--- src/rtl/score_collect_pkg.sv ---
// ---------------------------------------------------------------------------
// score_collect_pkg
//
// Purpose: shared constants, the collector FSM state type and byte-slice
//          helpers for the classifier result path (score_collect and its
//          argmax_seq sub-module).
//
// Contents:
//   NUM_CLASS  scores per frame
//   SCORE_W    bits per two's-complement score
//   IDX_W      class index width, 2**IDX_W must cover NUM_CLASS
//   FRAME_W    width of the packed result word
//   LAST_IDX   index of the final class in a frame
//   state_t    IDLE / COLLECT / ARGMAX / EMIT
//   get_byte   read one signed score out of a packed frame
//   put_byte   replace one score inside a packed frame
// ---------------------------------------------------------------------------
package score_collect_pkg;

    localparam int NUM_CLASS = 10;
    localparam int SCORE_W   = 8;
    localparam int IDX_W     = 4;
    localparam int FRAME_W   = NUM_CLASS * SCORE_W;

    localparam logic [IDX_W-1:0] LAST_IDX = IDX_W'(NUM_CLASS - 1);

    typedef enum logic [1:0] {
        IDLE,
        COLLECT,
        ARGMAX,
        EMIT
    } state_t;

    typedef logic signed [SCORE_W-1:0] score_t;

    // Class 0 lives in the low byte, class N in bits [N*SCORE_W +: SCORE_W].
    function automatic score_t get_byte(input logic [FRAME_W-1:0] frame,
                                        input logic [IDX_W-1:0]   idx);
        return frame[int'(idx)*SCORE_W +: SCORE_W];
    endfunction

    function automatic logic [FRAME_W-1:0] put_byte(input logic [FRAME_W-1:0] frame,
                                                    input logic [IDX_W-1:0]   idx,
                                                    input logic [SCORE_W-1:0] value);
        logic [FRAME_W-1:0] result;
        result = frame;
        result[int'(idx)*SCORE_W +: SCORE_W] = value;
        return result;
    endfunction

endpackage

--- src/rtl/score_collect_argmax_seq.sv ---
// ---------------------------------------------------------------------------
// argmax_seq
//
// Purpose: sequential signed argmax over a packed frame of NUM_CLASS scores.
//          One comparison per clock against the running maximum. Strict
//          greater-than, so ties keep the lower class index.
//
// Timing: the clock edge that sees start loads class 0 as the running max.
//         The following NUM_CLASS-1 edges each compare one more class. The
//         edge that compares the final class publishes best_idx/best_max and
//         raises done for the next cycle. Total: NUM_CLASS edges from start.
//         The scores input must stay stable while the search runs.
//
// Ports:
//   clk, rst    clock and asynchronous active-high reset
//   start       one-cycle pulse that begins a search
//   scores      packed frame, class 0 in the low byte
//   done        one-cycle strobe, published results are valid
//   best_idx    winning class index, held until the next search completes
//   best_max    winning score, held like best_idx
// ---------------------------------------------------------------------------
module argmax_seq
    import score_collect_pkg::*;
(
    input  logic               clk,
    input  logic               rst,
    input  logic               start,
    input  logic [FRAME_W-1:0] scores,
    output logic               done,
    output logic [IDX_W-1:0]   best_idx,
    output score_t             best_max
);

    logic             busy;
    logic [IDX_W-1:0] cnt;
    logic [IDX_W-1:0] run_idx;
    score_t           run_max;
    score_t           cand;
    logic             cand_wins;

    assign cand      = get_byte(scores, cnt);
    assign cand_wins = (cand > run_max);

    // Running search. The published results only change on the final
    // comparison, so downstream logic never sees a half-finished winner.
    always_ff @(posedge clk or posedge rst) begin
        if (rst) begin
            busy     <= 1'b0;
            cnt      <= '0;
            run_idx  <= '0;
            run_max  <= '0;
            done     <= 1'b0;
            best_idx <= '0;
            best_max <= '0;
        end else begin
            done <= 1'b0;
            if (start) begin
                busy    <= 1'b1;
                cnt     <= IDX_W'(1);
                run_idx <= '0;
                run_max <= get_byte(scores, '0);
            end else if (busy) begin
                if (cand_wins) begin
                    run_idx <= cnt;
                    run_max <= cand;
                end
                cnt <= cnt + IDX_W'(1);
                if (cnt == LAST_IDX) begin
                    busy     <= 1'b0;
                    done     <= 1'b1;
                    best_idx <= cand_wins ? cnt  : run_idx;
                    best_max <= cand_wins ? cand : run_max;
                end
            end
        end
    end

endmodule

--- src/rtl/score_collect.sv ---
// ---------------------------------------------------------------------------
// score_collect
//
// Purpose: collects the NUM_CLASS class scores of the final fully-connected
//          layer over a valid/ready stream, packs them into one result word
//          and finds the winning class with argmax_seq. The packed word is
//          shown for exactly one cycle and is zero otherwise, because the
//          UART sender treats any non-zero word as new data.
//
// Ports:
//   clk           system clock
//   rst           asynchronous active-high reset
//   score_vld     score beat valid
//   score_data    signed score for the current class
//   score_last    marks the final beat of a frame
//   score_rdy     block can accept a beat (IDLE/COLLECT only)
//   model_output  packed scores during EMIT, zero otherwise
//   out_vld       one-cycle strobe coincident with model_output
//   pred_class    argmax index, held until the next frame completes
//   frame_err     one-cycle framing-error strobe
// ---------------------------------------------------------------------------
module score_collect
    import score_collect_pkg::*;
(
    input  logic               clk,
    input  logic               rst,
    input  logic               score_vld,
    input  logic [SCORE_W-1:0] score_data,
    input  logic               score_last,
    output logic               score_rdy,
    output logic [FRAME_W-1:0] model_output,
    output logic               out_vld,
    output logic [IDX_W-1:0]   pred_class,
    output logic               frame_err
);

    state_t             state;
    state_t             state_nxt;
    logic [IDX_W-1:0]   idx;
    logic [FRAME_W-1:0] score_buf;
    logic               frame_err_q;

    logic               accept;
    logic               idx_at_last;
    logic               argmax_start;
    logic               argmax_done;
    logic [IDX_W-1:0]   best_idx;
    score_t             win_score;
    logic               emit_score_ok;

    // score_rdy is gated by rst itself so it reads 0 for the whole time
    // reset is held, not just after the first clock edge.
    assign score_rdy    = ((state == IDLE) || (state == COLLECT)) && !rst;
    assign accept       = score_vld && score_rdy;
    assign idx_at_last  = (idx == LAST_IDX);

    // idx doubles as the ARGMAX cycle counter; it restarts at 0 on entry,
    // and the search is kicked off in that first ARGMAX cycle, once the
    // final score has already landed in the buffer.
    assign argmax_start = (state == ARGMAX) && (idx == '0);

    assign pred_class   = best_idx;
    assign frame_err    = frame_err_q;

    // State register.
    always_ff @(posedge clk or posedge rst) begin
        if (rst) begin
            state <= IDLE;
        end else begin
            state <= state_nxt;
        end
    end

    // Next-state and EMIT outputs. An early last beat sends the FSM back
    // to IDLE; a beat in the final slot always completes the frame, with
    // or without score_last.
    always_comb begin
        state_nxt    = state;
        out_vld      = 1'b0;
        model_output = '0;
        unique case (state)
            IDLE, COLLECT: begin
                if (accept) begin
                    if (idx_at_last) begin
                        state_nxt = ARGMAX;
                    end else if (score_last) begin
                        state_nxt = IDLE;
                    end else begin
                        state_nxt = COLLECT;
                    end
                end
            end
            ARGMAX: begin
                if (idx_at_last) begin
                    state_nxt = EMIT;
                end
            end
            EMIT: begin
                out_vld      = 1'b1;
                model_output = score_buf;
                state_nxt    = IDLE;
            end
            default: begin
                state_nxt = IDLE;
            end
        endcase
    end

    // Packing buffer, beat/cycle index and the framing-error strobe.
    // The buffer is wiped when a frame is abandoned and after EMIT, so a
    // fresh frame never inherits bytes from an older one.
    always_ff @(posedge clk or posedge rst) begin
        if (rst) begin
            idx         <= '0;
            score_buf   <= '0;
            frame_err_q <= 1'b0;
        end else begin
            frame_err_q <= 1'b0;
            unique case (state)
                IDLE, COLLECT: begin
                    if (accept) begin
                        if (idx_at_last) begin
                            score_buf   <= put_byte(score_buf, idx, score_data);
                            idx         <= '0;
                            frame_err_q <= !score_last;
                        end else if (score_last) begin
                            score_buf   <= '0;
                            idx         <= '0;
                            frame_err_q <= 1'b1;
                        end else begin
                            score_buf   <= put_byte(score_buf, idx, score_data);
                            idx         <= idx + IDX_W'(1);
                        end
                    end
                end
                ARGMAX: begin
                    idx <= idx_at_last ? '0 : idx + IDX_W'(1);
                end
                EMIT: begin
                    score_buf <= '0;
                    idx       <= '0;
                end
                default: begin
                end
            endcase
        end
    end

    argmax_seq u_argmax (
        .clk      (clk),
        .rst      (rst),
        .start    (argmax_start),
        .scores   (score_buf),
        .done     (argmax_done),
        .best_idx (best_idx),
        .best_max (win_score)
    );

    // The search finishes exactly as EMIT opens, and the winning score it
    // reports must be the byte the winning index points at.
    assign emit_score_ok = (win_score == get_byte(score_buf, best_idx));

    a_done_in_emit: assert property (@(posedge clk) disable iff (rst)
        argmax_done == (state == EMIT));

    a_winner_consistent: assert property (@(posedge clk) disable iff (rst)
        (state == EMIT) |-> emit_score_ok);

endmodule

--- config.mk ---
export PLATFORM = sky130hd
export DESIGN_NAME = score_collect
export DESIGN_NICKNAME = d
export VERILOG_FILES = /design/src/rtl/score_collect_pkg.sv /design/src/rtl/score_collect_argmax_seq.sv /design/src/rtl/score_collect.sv
export SDC_FILE = /design/constraint.sdc
export NUM_CORES = 1
export LEC_CHECK = 0
export CORE_UTILIZATION = 59
export DETAILED_ROUTE_END_ITERATION = 10
export PLACE_DENSITY_LB_ADDON = 0.2
export SYNTH_ARGS = -nofsm -noshare
export SYNTH_HDL_FRONTEND = slang
export SYNTH_HIERARCHICAL = 1
export SYNTH_SLANG_ARGS = --single-unit
--- constraint.sdc ---
create_clock -name clk -period 7.4 [get_ports clk]
set_input_delay 0.74 -clock clk [delete_from_list [all_inputs] [get_ports clk]]
set_output_delay 0.74 -clock clk [all_outputs]
set_load 0.03 [all_outputs]
==> summary.md, run 1 <==
| Metric | Value |
|---|---|
| GR peak layer | `met2` |
| Fmax | `0.2787 GHz` |
| Tcrit/Tclk final | `48.49%` |
| Syn Area/Cell | `10.37 um2` |
| Final Util | `71.78%` |
| Critical Path RT | `7.66 ns` |
| H-tree depth | `3` |
| VDD IR-drop max | `approximately 130 uV` |
| Final hold violation count | `0` |
| Crit path time final | `between 3 and 4 ns` |
| Total of warnings raised by yosys | `6` |
| Crit Reg-Reg Startpoint | `u_argmax/cnt[0]` |
| Vias post-DR | `5,315` |
| DP Wirelength | `approximately 13,000 um` |
| Count of hold-fix buffers inserted at cts | `0` |
| Max-cap violations | `0` |
| Ports | `99` |
| Number of global-route vias before repair | `a little over 5,000` |
| Worst skew pair latency | `0.38 ns` |
| FP Rows | `37` |
| CTS resizes | `0` |
| # diodes | `0` |
| GRT Util Overall | `33.28%` |
| Pleak | `0.003424 uW` |
| Root Driver | `clkbuf_8` |
| Setup crit end kind | `register` |
| Pwr/cell area | `161.6 nW/um2` |
| Worst-Margin Slew | `1.126 ns` |
| Worst relative slew slack | `about 25%` |
| CTS Buffer Depth | `2` |
| Setup bufs post-CTS | `0` |
| Met2 usage | `51.69%` |
| Hold Crit Start | `u_argmax/best_idx[3]` |
| DR iter-0 viols | `453` |
| Final Slew Violations | `0` |
| Port Buffer Count | `98` |
| DRC | `0` |
| Unrepaired setup endpoints after global routing | `no` |
| DR pass1 iterations | `5` |
| GRT overflow | `0` |
| Nets@finish | `686` |
| R2R depth | `9` |
| Layout cells sized above 1 | `8.145%` |
| Hold path cells | `2` |
| Met3 Resource Use GR | `under 10%` |
| Initial antenna violation count | `0` |
| Total CTS buffers | `9` |
| WP data arrival | `3.85 ns` |
| Vias per cell | `about 6.7` |
| Synthesized Nets | `637` |
| Post-Synthesis Cell Area | `6325 um2` |
| WL final | `17,660 um` |
| Drt wl/cell | `around 22 um` |
| Die H | `105.5 um` |
| Worst R2R Setup Slack | `3.81 ns` |
| Filler cells | `between 700 and 800` |
| CTS tree | `built` |
| Multi-input combinational cell area | `3224 um2` |
| Sink Count | `108` |
| Core area | `10,370 um2` |
| Cells after Synth | `610` |
| Status | `completed` |
| Reg area | `2704 um2` |
| Max Clock Skew | `0.01463 ns` |
| Crit Path Max Fanout | `25` |
| WHS Endpoint | `u_argmax/best_idx[3]` |
| Worst-path clk slew | `0.10 ns` |
| Met1 Usage GRT | `46.79%` |
| Gpl congestion | `0.9131` |
| Setup TNS | `0 ns` |
| DRT antenna net count | `0` |
| Critical path class | `register to register` |
| Chip width | `105.5 um` |
| Critical Path Source Type | `register` |
| Initial Util | `60.99%` |
| P&R area growth vs syn | `17.69%` |
| Final setup violation count | `0` |
| Largest net degree at the start of global routing | `90` |
| First-pass GRT wire length | `between 20,000 and 30,000 um` |
| Die area | `11,140 um2` |
| Worst r2r dst | `u_argmax/run_max[4]` |
| Hold WC Path Type | `register to register` |
## worst max-delay path by stage
stage                                from                  end  slack (ns)  cells after the start
after floorplan                       rst            frame_err        4.41                      1
final                     u_argmax/cnt[0]  u_argmax/run_max[4]        3.81                      9
after CTS                 u_argmax/cnt[0]  u_argmax/run_max[4]        3.82                      9
after global routing      u_argmax/cnt[0]  u_argmax/run_max[4]        3.63                      9
after detailed placement  u_argmax/cnt[0]  u_argmax/run_max[4]        3.85                      9
after global placement    u_argmax/cnt[0]  u_argmax/run_max[4]        3.93                      9
## per-stage QoR
| stage | cells | instance area [um2] | hold WS [ns] | setup slack, ns | power, uW |
|---|---|---|---|---|---|
| CTS | 799 | 7443 | 0.4828 | 3.817 | 1203 |
| global route | 799 | 7443 | 0.5112 | 3.635 | 1248 |
| floorplan | 610 | 6325 | 0.4767 | 4.410 | 763.4 |
| finish | 799 | 7443 | 0.4779 | 3.812 | 1203 |
| global placement | 784 | 7223 | 0.4519 | 3.931 | 796.9 |
| detailed placement | 784 | 7223 | 0.4606 | 3.849 | 805.0 |
## final cells by class
| type | count | share of cell area (%) |
|---|---|---|
| sequential | 108 | 36.33 |
| timing repair buffer | 105 | 13.88 |
| clock inverter | 5 | 1.109 |
| multi-input combinational | 411 | 43.32 |
| inverter | 24 | 1.227 |
| tap | 136 | 2.286 |
| clock buffer | 10 | 1.849 |
## placed cells by master (no fill, tap or decap), drive strengths merged, types with 7 or more instances in the layout
cell type      count
nand3b            10
o2111a             8
a221o              9
nand3             11
o2111ai            8
nand4              9
nor2b              9
o311ai             8
a22o              61
and3              80
inv               24
o22ai              9
buf                7
nand2             28
a211o              7
dfrtp            108
mux4               9
mux2i             29
nor2              21
clkbuf            10
o21ai             19
clkdlybuf4s50     98
ha                15
## registers in the layout (all words and copies together) (netlist names)
name,cells
idx,4
u_argmax/busy,1
u_argmax/cnt,4
u_argmax/run_max,8
u_argmax/run_idx,4
state,2
frame_err,1
u_argmax/best_idx,4
score_buf,80
## power by group
group	switching, uW	total, uW	internal, uW
logic	116	176	60.1
clock network	208	408	200
registers	21.2	619	598
## worst max-delay path, cell delays in order, from the launching register on
cell      delay, ns
dfrtp_1        0.33
buf_4          0.36
mux4_2         0.55
a211o_1        0.32
ha_1           0.34
nand3_1        0.14
o311ai_0       0.35
a41o_1         0.68
nor3b_1        0.10
a221o_1        0.29
## layer usage
layer / up-vias / routed length [um]
met5: - / 0
met4: 0 / 476
met3: 40 / 1575
met2: 246 / 8369
met1: 2639 / 7238
li1: 2390 / -
No activity file was read; power rests on OpenSTA's default activity.
==> run 2, diff against run 1 <==
--- a/config.mk
+++ b/config.mk
@@ -5,7 +5,7 @@
 export SDC_FILE = /design/constraint.sdc
 export NUM_CORES = 1
 export LEC_CHECK = 0
-export CORE_UTILIZATION = 59
+export CORE_UTILIZATION = 55
 export DETAILED_ROUTE_END_ITERATION = 10
 export PLACE_DENSITY_LB_ADDON = 0.2
 export SYNTH_ARGS = -nofsm -noshare
==> constraint.sdc (replaced) <==
create_clock -name clk -period 3.35 [get_ports clk]
set_input_delay 0.335 -clock clk [delete_from_list [all_inputs] [get_ports clk]]
set_output_delay 0.335 -clock clk [all_outputs]
set_load 0.03 [all_outputs]
==> run 2 against run 1 <==
Against the previous run:
- via count increased by 1.6%
- core utilization decreased by 2.1 points
- routed wire length increased by 7.0%
- final cell count increased by 1.4%
- power increased by 150%
- highest routed layer unchanged
==> summary.md, run 2 (synthesis results as in run 1) <==
| Metric | Value |
|---|---|
| Status | `completed` |
| Pleak | `0.003530 uW` |
| Max reg flops | `80` |
| Critical Path RT | `3.58 ns` |
| Max Clock Skew | `0.01003 ns` |
| WP data arrival | `3.39 ns` |
| WHS | `approximately 0.47 ns` |
| R2R depth | `9` |
| First-pass GRT wire length | `29,280 um` |
| Nets@finish | `694` |
| Die H | `109.2 um` |
| Largest net degree at the start of global routing | `52` |
| Initial antenna violation count | `0` |
| Ports | `99` |
| Total CTS buffers | `9` |
| Largest Register | `score_buf` |
| DR pass1 iterations | `5` |
| Layout cells sized above 1 | `9.254%` |
| Biggest regs | `score_buf (80), u_argmax/run_max (8)` |
| Worst-path clk slew | `0.07 ns` |
| End of the critical path | `u_argmax/run_max[4]` |
| Critical Path Source Type | `register` |
| Worst relative slew slack | `24.86%` |
| Placed Cells | `~800` |
| Hold WC Path Type | `register to register` |
| Post-route design area | `~7700 um2` |
| Drt wl/cell | `23.32 um` |
| Critical path class | `register to register` |
| Setup crit end kind | `register` |
| Final setup violation count | `0` |
| # diodes | `0` |
| P&R area growth vs syn | `21.54%` |
| Crit path time final | `3.158 ns` |
| Tcrit/Tclk final | `94.28%` |
| Crit Reg-Reg Startpoint | `u_argmax/cnt[0]` |
| Post-route insts no fill | `810` |
| Crit Path Max Fanout | `12` |
| GRT overflow | `0` |
| Vias per cell | `~6.7` |
| Most frequent cells in the layout | `107 x dfrtp_1, 98 x clkdlybuf4s50_1, 80 x and3_1, 61 x a22o_1, 29 x mux2i_1` |
| Max-cap violations | `0` |
| Core area | `11,030 um2` |
| Worst R2R Setup Slack | `0.19 ns` |
| Chip width | `109.2 um` |
| Fmax | `0.3166 GHz` |
| Sink Count | `108` |
| WL final | `18,890 um` |
| CTS Buffer Depth | `2` |
| GRT Util Overall | `between 30% and 40%` |
| Initial Util | `57.34%` |
| Worst skew pair latency | `0.35 ns` |
| Port Buffer Count | `98` |
| DP Wirelength | `13,350 um` |
| Pwr/cell area | `about 390 nW/um2` |
| CTS tree | `built` |
| Unrepaired setup endpoints after global routing | `no` |
| DRT antenna net count | `0` |
| DRC | `0` |
| VDD IR-drop max | `411.6 uV` |
| Root Driver | `clkbuf_16` |
| Die area | `11,930 um2` |
| Dpl cell area | `7338 um2` |
| Setup bufs post-CTS | `0` |
| Worst r2r dst | `u_argmax/run_max[4]` |
| FP Rows | `38` |
| H-tree depth | `3` |
| Commonest non-fill, non-tap cell in the layout | `dfrtp_1` |
| Hold Crit Start | `u_argmax/best_idx[3]` |
| CTS resizes | `0` |
| Final Util | `a little over two thirds` |
| Count of hold-fix buffers inserted at cts | `0` |
| Final hold violation count | `0` |
| Number of global-route vias before repair | `slightly above 5,000` |
| Worst Setup SP | `u_argmax/cnt[0]` |
| Vias post-DR | `5,398` |
| Gpl congestion | `0.9649` |
| Setup TNS | `0 ns` |
| Final Slew Violations | `0` |
| Worst-Margin Slew | `1.123 ns` |
| DR iter-0 viols | `476` |
## run 2: critical path, stage by stage (launching register included)
cell and delay [ns]:
dfrtp_1 0.44, buf_6 0.20, mux4_2 0.51, a211o_1 0.32, ha_1 0.35, nand3_1 0.14, a211o_1 0.32, a41o_1 0.28
buf_4 0.19, a221o_1 0.29
## run 2: area by class of cell
type | instances | area (um2)
sequential | 108 | 2704
timing repair buffer | 113 | 1147
clock inverter | 4 | 98.84
tap | 140 | 175.2
inverter | 24 | 91.34
multi-input combinational | 411 | 3232
fill | 869 | 3343
clock buffer | 10 | 239.0
## run 2: metal layers
metal | vias up | part of all wire [%] | routed length (um) | track usage [%]
met2 | 261 | 48 | 9077 | 53.01
met4 | 0 | 1.8 | 331 | 9.143
li1 | 2406 | - | - | -
met5 | - | 0 | 0 | 0
met1 | 2704 | 43 | 8084 | 45.92
met3 | 27 | 7.4 | 1396 | 7.651
## run 2: report_power, final
group	switching (uW)	internal, uW
clock network	467	744
registers	48.9	1320
logic	270	148
## run 2: worst min-delay path by stage
stage / depth (start not counted) / endpoint / slack (ns)
2_1_floorplan: 1 / u_argmax/best_idx[0] / 0.31
3_3_place_gp: 2 / u_argmax/best_idx[3] / 0.45
3_5_place_dp: 2 / u_argmax/best_idx[3] / 0.46
4_1_cts: 2 / u_argmax/best_idx[3] / 0.48
5_1_grt: 2 / u_argmax/best_idx[3] / 0.49
6_report: 2 / u_argmax/best_idx[3] / 0.47
## run 2: stage by stage
step,worst slack [ns],power [uW]
4_1_cts,0.05692,3000
2_1_floorplan,0.3917,1686
3_3_place_gp,0.2297,1782
6_report,0.1918,3000
5_1_grt,0.04023,3104
3_5_place_dp,0.07933,1797
==> run 3, diff against run 2 <==
--- a/config.mk
+++ b/config.mk
@@ -5,7 +5,7 @@
 export SDC_FILE = /design/constraint.sdc
 export NUM_CORES = 1
 export LEC_CHECK = 0
-export CORE_UTILIZATION = 55
+export CORE_UTILIZATION = 50
 export DETAILED_ROUTE_END_ITERATION = 10
 export PLACE_DENSITY_LB_ADDON = 0.2
 export SYNTH_ARGS = -nofsm -noshare
==> constraint.sdc (replaced) <==
create_clock -name clk -period 2.6 [get_ports clk]
set_input_delay 0.26 -clock clk [delete_from_list [all_inputs] [get_ports clk]]
set_output_delay 0.26 -clock clk [all_outputs]
set_load 0.03 [all_outputs]
==> run 3 against run 2 <==
Against the previous run:
- worst setup slack got worse by 0.65 ns
- register-to-register slack worse by 0.65 ns
- global-route usage fell by 1.5 points
- flip-flop and latch count unchanged
- critical path type unchanged
- die area increased by 9.8%
- the run now ends with setup timing left
- first-iteration DRC count rose by 7.4%
- cell area increased by 11%
- worst hold slack lost 0.14 ns
- critical endpoint unchanged
- critical path depth increased by 3
- non-clock buffer count grew 88
==> summary.md, run 3 (synthesis results as in run 1) <==
| Metric | Value |
|---|---|
| Post-route design area | `8548 um2` |
| Die H | `~110 um` |
| Largest Register | `score_buf` |
| Unrepaired setup endpoints after global routing | `yes` |
| Commonest non-fill, non-tap cell in the layout | `buf_4` |
| Initial Util | `52.01%` |
| Pleak | `0.004209 uW` |
| Tcrit/Tclk final | `117.7%` |
| Most frequent cells in the layout | `171 x buf_4, 107 x dfrtp_1, 80 x and3_1, 61 x a22o_1, 27 x nand2_1` |
| PnR worst setup slack | `-0.4589 ns` |
| Vias post-DR | `5,775` |
| FP Rows | `40` |
| DR iter-0 viols | `511` |
| Placed Cells | `894` |
| GRT Util Overall | `31.92%` |
| Initial antenna violation count | `0` |
| DRT antenna net count | `0` |
| Biggest regs | `score_buf (80), u_argmax/run_max (8)` |
| Final setup violation count | `16` |
| Setup TNS | `-6.073 ns` |
| Filler cells | `898` |
| Dpl cell area | `approximately 7700 um2` |
| Fmax | `0.3269 GHz` |
| P&R area growth vs syn | `35.15%` |
| VDD IR-drop max | `between 300 and 400 uV` |
| CTS tree | `built` |
| CTS Buffer Depth | `2` |
| Sink Count | `108` |
| WHS | `~0.33 ns` |
| Number of global-route vias before repair | `around 5,600` |
| Root Driver | `clkbuf_16` |
| Chip width | `114.5 um` |
| Worst-path clk slew | `about 0.080 ns` |
| First-pass GRT wire length | `approximately 31,000 um` |
| Worst skew pair latency | `approximately 0.36 ns` |
| Max Clock Skew | `0.008600 ns` |
| DP Wirelength | `14,060 um` |
| Critical path class | `register to register` |
| Final Slew Violations | `0` |
| Max reg flops | `80` |
| Port Buffer Count | `a little under 100` |
| # diodes | `0` |
| Status | `finished, violations left` |
| Vias per cell | `~6.2` |
| Gpl congestion | `roughly 0.93` |
| WP data arrival | `3.29 ns` |
| GRT overflow | `0` |
| Tot Pwr | `3892 uW` |
| DRC | `0` |
| Hold WC Path Type | `primary input to async pin` |
| Failing checks | `setup timing` |
| DR pass1 iterations | `5` |
| Drt wl/cell | `22.13 um` |
| Pwr/cell area | `roughly 460 nW/um2` |
| Final hold violation count | `0` |
| Post-route insts no fill | `928` |
| Nets@finish | `782` |
| Setup crit end kind | `register` |
| Core area | `12,160 um2` |
| Critical Path RT | `2.83 ns` |
| Die area | `13,100 um2` |
| Crit Path Max Fanout | `7` |
| Layout cells sized above 1 | `between 30% and 40%` |
| Critical Path Source Type | `register` |
| H-tree depth | `3` |
| WL final | `20,540 um` |
| Largest net degree at the start of global routing | `47` |
| Worst-Margin Slew | `0.8197 ns` |
| Worst relative slew slack | `45.15%` |
| Total CTS buffers | `9` |
| Max-cap violations | `0` |
| Ports | `between 90 and 100` |
| Crit path time final | `3.059 ns` |
run 3: worst paths after layout:
path / startpoint / end / slack (ns) / depth (start not counted)
min: rst / idx[1] / 0.33 / 2
max in group asynchronous: rst / score_buf[75] / 1.67 / 3
min reg2reg: u_argmax/best_idx[3] / u_argmax/best_idx[3] / 0.47 / 2
max: u_argmax/cnt[2] / u_argmax/run_max[4] / -0.46 / 12
min in group clk: u_argmax/best_idx[3] / u_argmax/best_idx[3] / 0.47 / 2
max reg2reg: u_argmax/cnt[2] / u_argmax/run_max[4] / -0.46 / 12
run 3: area by class of cell:
type	instances	area, um2	share of cell area (%)
Clock buffer	9	225.2	2.635
Clock inverter	7	75.07	0.8782
Inverter	24	91.34	1.069
Multi-Input combinational cell	411	3601	42.13
Sequential cell	108	2704	31.63
Tap cell	168	210.2	2.459
Timing Repair Buffer	201	1642	19.20
run 3: critical path, stage by stage, from the launching register on:
cell and delay [ns]:
dfrtp_1 0.42, buf_12 0.15, buf_8 0.12, buf_12 0.13, mux2i_4 0.22, o22ai_2 0.13, a211o_1 0.34, ha_4 0.29
nand2b_1 0.06, a211o_1 0.33, a41o_4 0.30, buf_6 0.14, a221o_1 0.31
run 3: power breakdown:
| group | switching (uW) | internal [uW] |
|---|---|---|
| Clock | 681 | 755 |
| Sequential | 27.6 | 1700 |
| Combinational | 434 | 293 |
| Total | 1140 | 2750 |
run 3: routing by layer:
layer	part of all wire (%)	track usage, %	wire [um]
met5	0	0	0
met4	2.2	10.82	454
met3	6.0	5.241	1233
met2	50	52.44	10290
met1	42	43.05	8565
run 3: per-stage QoR:
| step | setup slack (ns) | util [%] |
|---|---|---|
| CTS | -0.3082 | 68.10 |
| detailed placement | -0.3736 | 63.38 |
| floorplan | -0.1974 | - |
| finish | -0.4589 | 70.29 |
| global route | -0.5220 | 70.29 |
| global placement | -0.3356 | 63.38 |
run 3: timing repair:
item                                    in CTS  in global routing
hold buffers                                 0                  0
gates cloned                                 0                  1
gates resized for setup                     36                 32
endpoints found under the setup margin      16                 16
buffers inserted                             8                 13
pin swaps                                    6                 18
==> RTL change 1 (config.mk and constraints of run 1) <==
Compare `cnt` against `LAST_IDX` with >= in place of ==.
--- a/src/rtl/score_collect_argmax_seq.sv
+++ b/src/rtl/score_collect_argmax_seq.sv
@@ -67,3 +67,3 @@
                 cnt <= cnt + IDX_W'(1);
-                if (cnt == LAST_IDX) begin
+                if (cnt >= LAST_IDX) begin
                     busy     <= 1'b0;
Check against the original RTL: same outputs for any inputs over 4 cycles, from zero or initial values and one cycle with rst high; that may be too few to reach the edited logic, so the function may still have changed.
==> RTL change 1 against run 1 <==
  * Sequential cell count did not move
  * Area after synthesis fell by 0.57%
  * Final cell count is 1.1% lower
  * Final area shrank 0.45%
  * Wire length grew 1.1%
  * Hold slack better by 26 ps
  * Worst setup slack got worse by 590 ps
  * Synthesized cell count fell by 1.8%
  * Power shrank 2.8%
==> RTL change 1: results (changes against run 1) <==
* Leakage at 3.392 nW (was 3.424 nW)
* Detailed placement HPWL at 12.48 mm (was 12.67 mm)
* Psw at 0.0003371 W (was 0.0003447 W)
* Met1 GRT Util at 43.83% (was 46.79%)
* Clock buf/inv share at 2.854% (was 2.958%)
* Total track usage at 33.29% (was 33.28%)
* Final wirelength at 17.86 mm (was 17.66 mm)
* Fin nets at 677 (was 686)
* Run status: completed (unchanged)
* Rel. slew slack at 24.65% (was 24.92%)
* Share of layout cells above drive strength 1 at 9.174% (was 8.145%)
* Clk pwr at 0.000379 W (was 0.000408 W)
* Sequential share of cell area at 36.49% (was 36.33%)
* Syn_nets at 627 (was 637)
* Peak supply drop at 121.6 uV (was 131.8 uV)
* Clock Buffer Count at 11 (was 10)
* CP max stage delay at 1040 ps (was 680 ps)
* CP arrival at 4440 ps (was 3850 ps)
* Layout fillers at 754 (was 792)
* Non-clk invs at 20 (was 24)
* #MultiIn Comb at 406 (was 411)
* First-pass GRT wire length at 28.10 mm (was 28.21 mm)
* P_comb at 0.000170 W (was 0.000176 W)
* Met2 usage at 52.96% (was 51.69%)
* CP max stage cell: dfrtp_1 (was a41o_1)
* Metal1 wirelength at 7.346 mm (was 7.238 mm)
* Met3 WL post-DR at 1.251 mm (was 1.575 mm)
* Placer Congestion at 0.9452 (was 0.9131)
* Multi-input gate share of total cell area at 43.48% (was 43.32%)
* Vias in the first global route at 5095 (was 5104)
* Grt met3 use at 6.926% (was 6.679%)
* Via/cell ratio at 6.713 (was 6.652)
RTL change 1: worst paths after layout:
path / from / end / slack [ps] / cells after the start
worst max register to register: u_argmax/cnt[0] / u_argmax/run_max[0] / 3220 / 8
worst min-delay path: u_argmax/best_idx[2] / u_argmax/best_idx[2] / 500 / 2
max in group asynchronous: rst / score_buf[73] / 5420 / 3
worst max-delay path: u_argmax/cnt[0] / u_argmax/run_max[0] / 3220 / 8
worst min register to register: u_argmax/best_idx[2] / u_argmax/best_idx[2] / 500 / 2
min in group asynchronous: rst / frame_err / 930 / 2
RTL change 1: per-stage QoR:
step	std cells	area [um2]	hold WS [ps]	util [%]	setup WS (ps)
final	790	7410	504.2	71.77	3219
after global placement	774	7198	467.8	69.72	3449
after detailed placement	774	7198	486.6	69.72	3256
after floorplan	599	6289	474.7	-	4336
after CTS	790	7410	509.3	71.77	3249
after global routing	790	7410	531.1	71.77	2986
==> RTL change 2 (config.mk and constraints of run 1) <==
Without the edit above. Set the package constant `SCORE_W` to 12 (it was 8).
--- a/src/rtl/score_collect_pkg.sv
+++ b/src/rtl/score_collect_pkg.sv
@@ -20,3 +20,3 @@
     localparam int NUM_CLASS = 10;
-    localparam int SCORE_W   = 8;
+    localparam int SCORE_W   = 12;
     localparam int IDX_W     = 4;
Interface: changed (resized model_output and score_data); port bits go from 99 to 143. No check against the original RTL was run, so the function may have changed too.
==> RTL change 2 against run 1 <==
  * Clock power rose by 110%
  * Final area rose by 68%
  * Sequential cell count rose by 44
  * Worst setup slack got worse by 1200 ps
  * Wire length rose by 130%
  * Power rose by 110%
  * Area after synthesis rose by 67%
  * Sequential share of layout area fell by 6.0 points
==> RTL change 2: results (changes against run 1) <==
* DR WL/cell at 27.91 um (was 22.10 um)
* Total track usage at 44.97% (was 33.28%)
* CTS buffer count at 17 (was 9)
* Skew final at 9.727 ps (was 14.63 ps)
* Clock buffer depth at 2 (unchanged)
* Pin count of the biggest net entering global routing at 123 (was 90)
* Clock latency on the worst-skew pair at 430 ps (was 380 ps)
* Crit. End Element: register (unchanged)
* YS warnings at 6 (unchanged)
* Slew @ Worst Pin at 1219 ps (was 1126 ps)
* Share of layout cells above drive strength 1 at 10.67% (was 8.145%)
* Max Cap Viol at 0 (unchanged)
* Cell count after synthesis at 1130 (was 610)
* Top flop regs: score_buf (120), u_argmax/run_max (12) (was score_buf (80), u_argmax/run_max (8))
* Root buf cell: clkbuf_16 (was clkbuf_8)
* PortBufs at 142 (was 98)
* Placed Cells at 1421 (was 784)
* Final-report setup violation count at 0 (unchanged)
* Post-cts sizing count at 0 (unchanged)
* Initial antenna violation count at 1 (was 0)
* CTS HTree Levels at 4 (was 3)
* DR iter-0 viols at 1622 (was 453)
* Dpl ws at 2871 ps (was 3849 ps)
* CP max stage cell: ha_1 (was a41o_1)
* Run status: completed (unchanged)
* Via Count at 10620 (was 5315)
* Peak supply drop at 181.8 uV (was 131.8 uV)
* CP max stage delay at 660 ps (was 680 ps)
* Placed cell areas at 11950 um2 (was 7223 um2)
* Via/cell ratio at 7.301 (was 6.652)
* Reg clk slew, reported paths at 70 ps (was 100 ps)
* Leakage at 5.560 nW (was 3.424 nW)
* Worst hold path type: register to register (unchanged)
* Crit path max fanout at 30 (was 25)
* Fin nets at 1257 (was 686)
* First-pass GRT wire length at 60.34 mm (was 28.21 mm)
* 1st-pass router iterations at 6 (was 5)
* CP arrival at 5110 ps (was 3850 ps)
* Detailed placement HPWL at 29.53 mm (was 12.67 mm)
* Layout fillers at 1290 (was 792)
* Syn_nets at 1172 (was 637)
* Placer Congestion at 1.010 (was 0.9131)
* Vias in the first global route at 9742 (was 5104)
* Post-CTS Setup Inserts at 0 (unchanged)
RTL change 2: per-layer routing:
metal | track usage, % | vias to the layer above | share of wire [%] | wire length [um]
met3 | 12.91 | 177 | 13 | 5218
met2 | 65.65 | 843 | 44 | 17730
met4 | 24.53 | 0 | 5.6 | 2265
li1 | - | 4480 | - | -
met1 | 60.05 | 5115 | 38 | 15370
met5 | 0 | - | 0 | 0
RTL change 2: worst paths after layout:
kind	slack, ps	from	end	cells after the start
max	2660	idx[2]	score_buf[117]	13
min	510	score_buf[14]	score_buf[14]	1
max reg2reg	2660	idx[2]	score_buf[117]	13
min reg2reg	510	score_buf[14]	score_buf[14]	1
max in group asynchronous	5120	rst	score_buf[72]	3
min in group asynchronous	800	rst	score_buf[105]	2
RTL change 2: critical path, delay by kind of cell (launching register included):
kind                     cells  cell delay, ps
AND/OR/NAND/NOR              6            1720
adder cells (fa/ha/maj)      2            1100
AO/OA/AOI/OAI                3             970
buffers and inverters        2             510
flip-flops                   1             320
RTL change 2: cell type report:
cell class	count	area [um2]	share of cell area, %
Inverter	43	163.9	1.307
Clock buffer	17	425.4	3.393
Antenna cell	1	2.502	0.01996
Clock inverter	15	160.2	1.277
Sequential cell	152	3809	30.37
Timing Repair Buffer	156	1526	12.17
Multi-Input combinational cell	845	6171	49.21
Tap cell	225	281.5	2.245
RTL change 2: power by group:
part / internal [W] / switching, W
logic: 0.000232 / 0.000620
clock network: 0.000451 / 0.000417
registers: 0.000840 / 0.0000192
total: 0.00152 / 0.00106
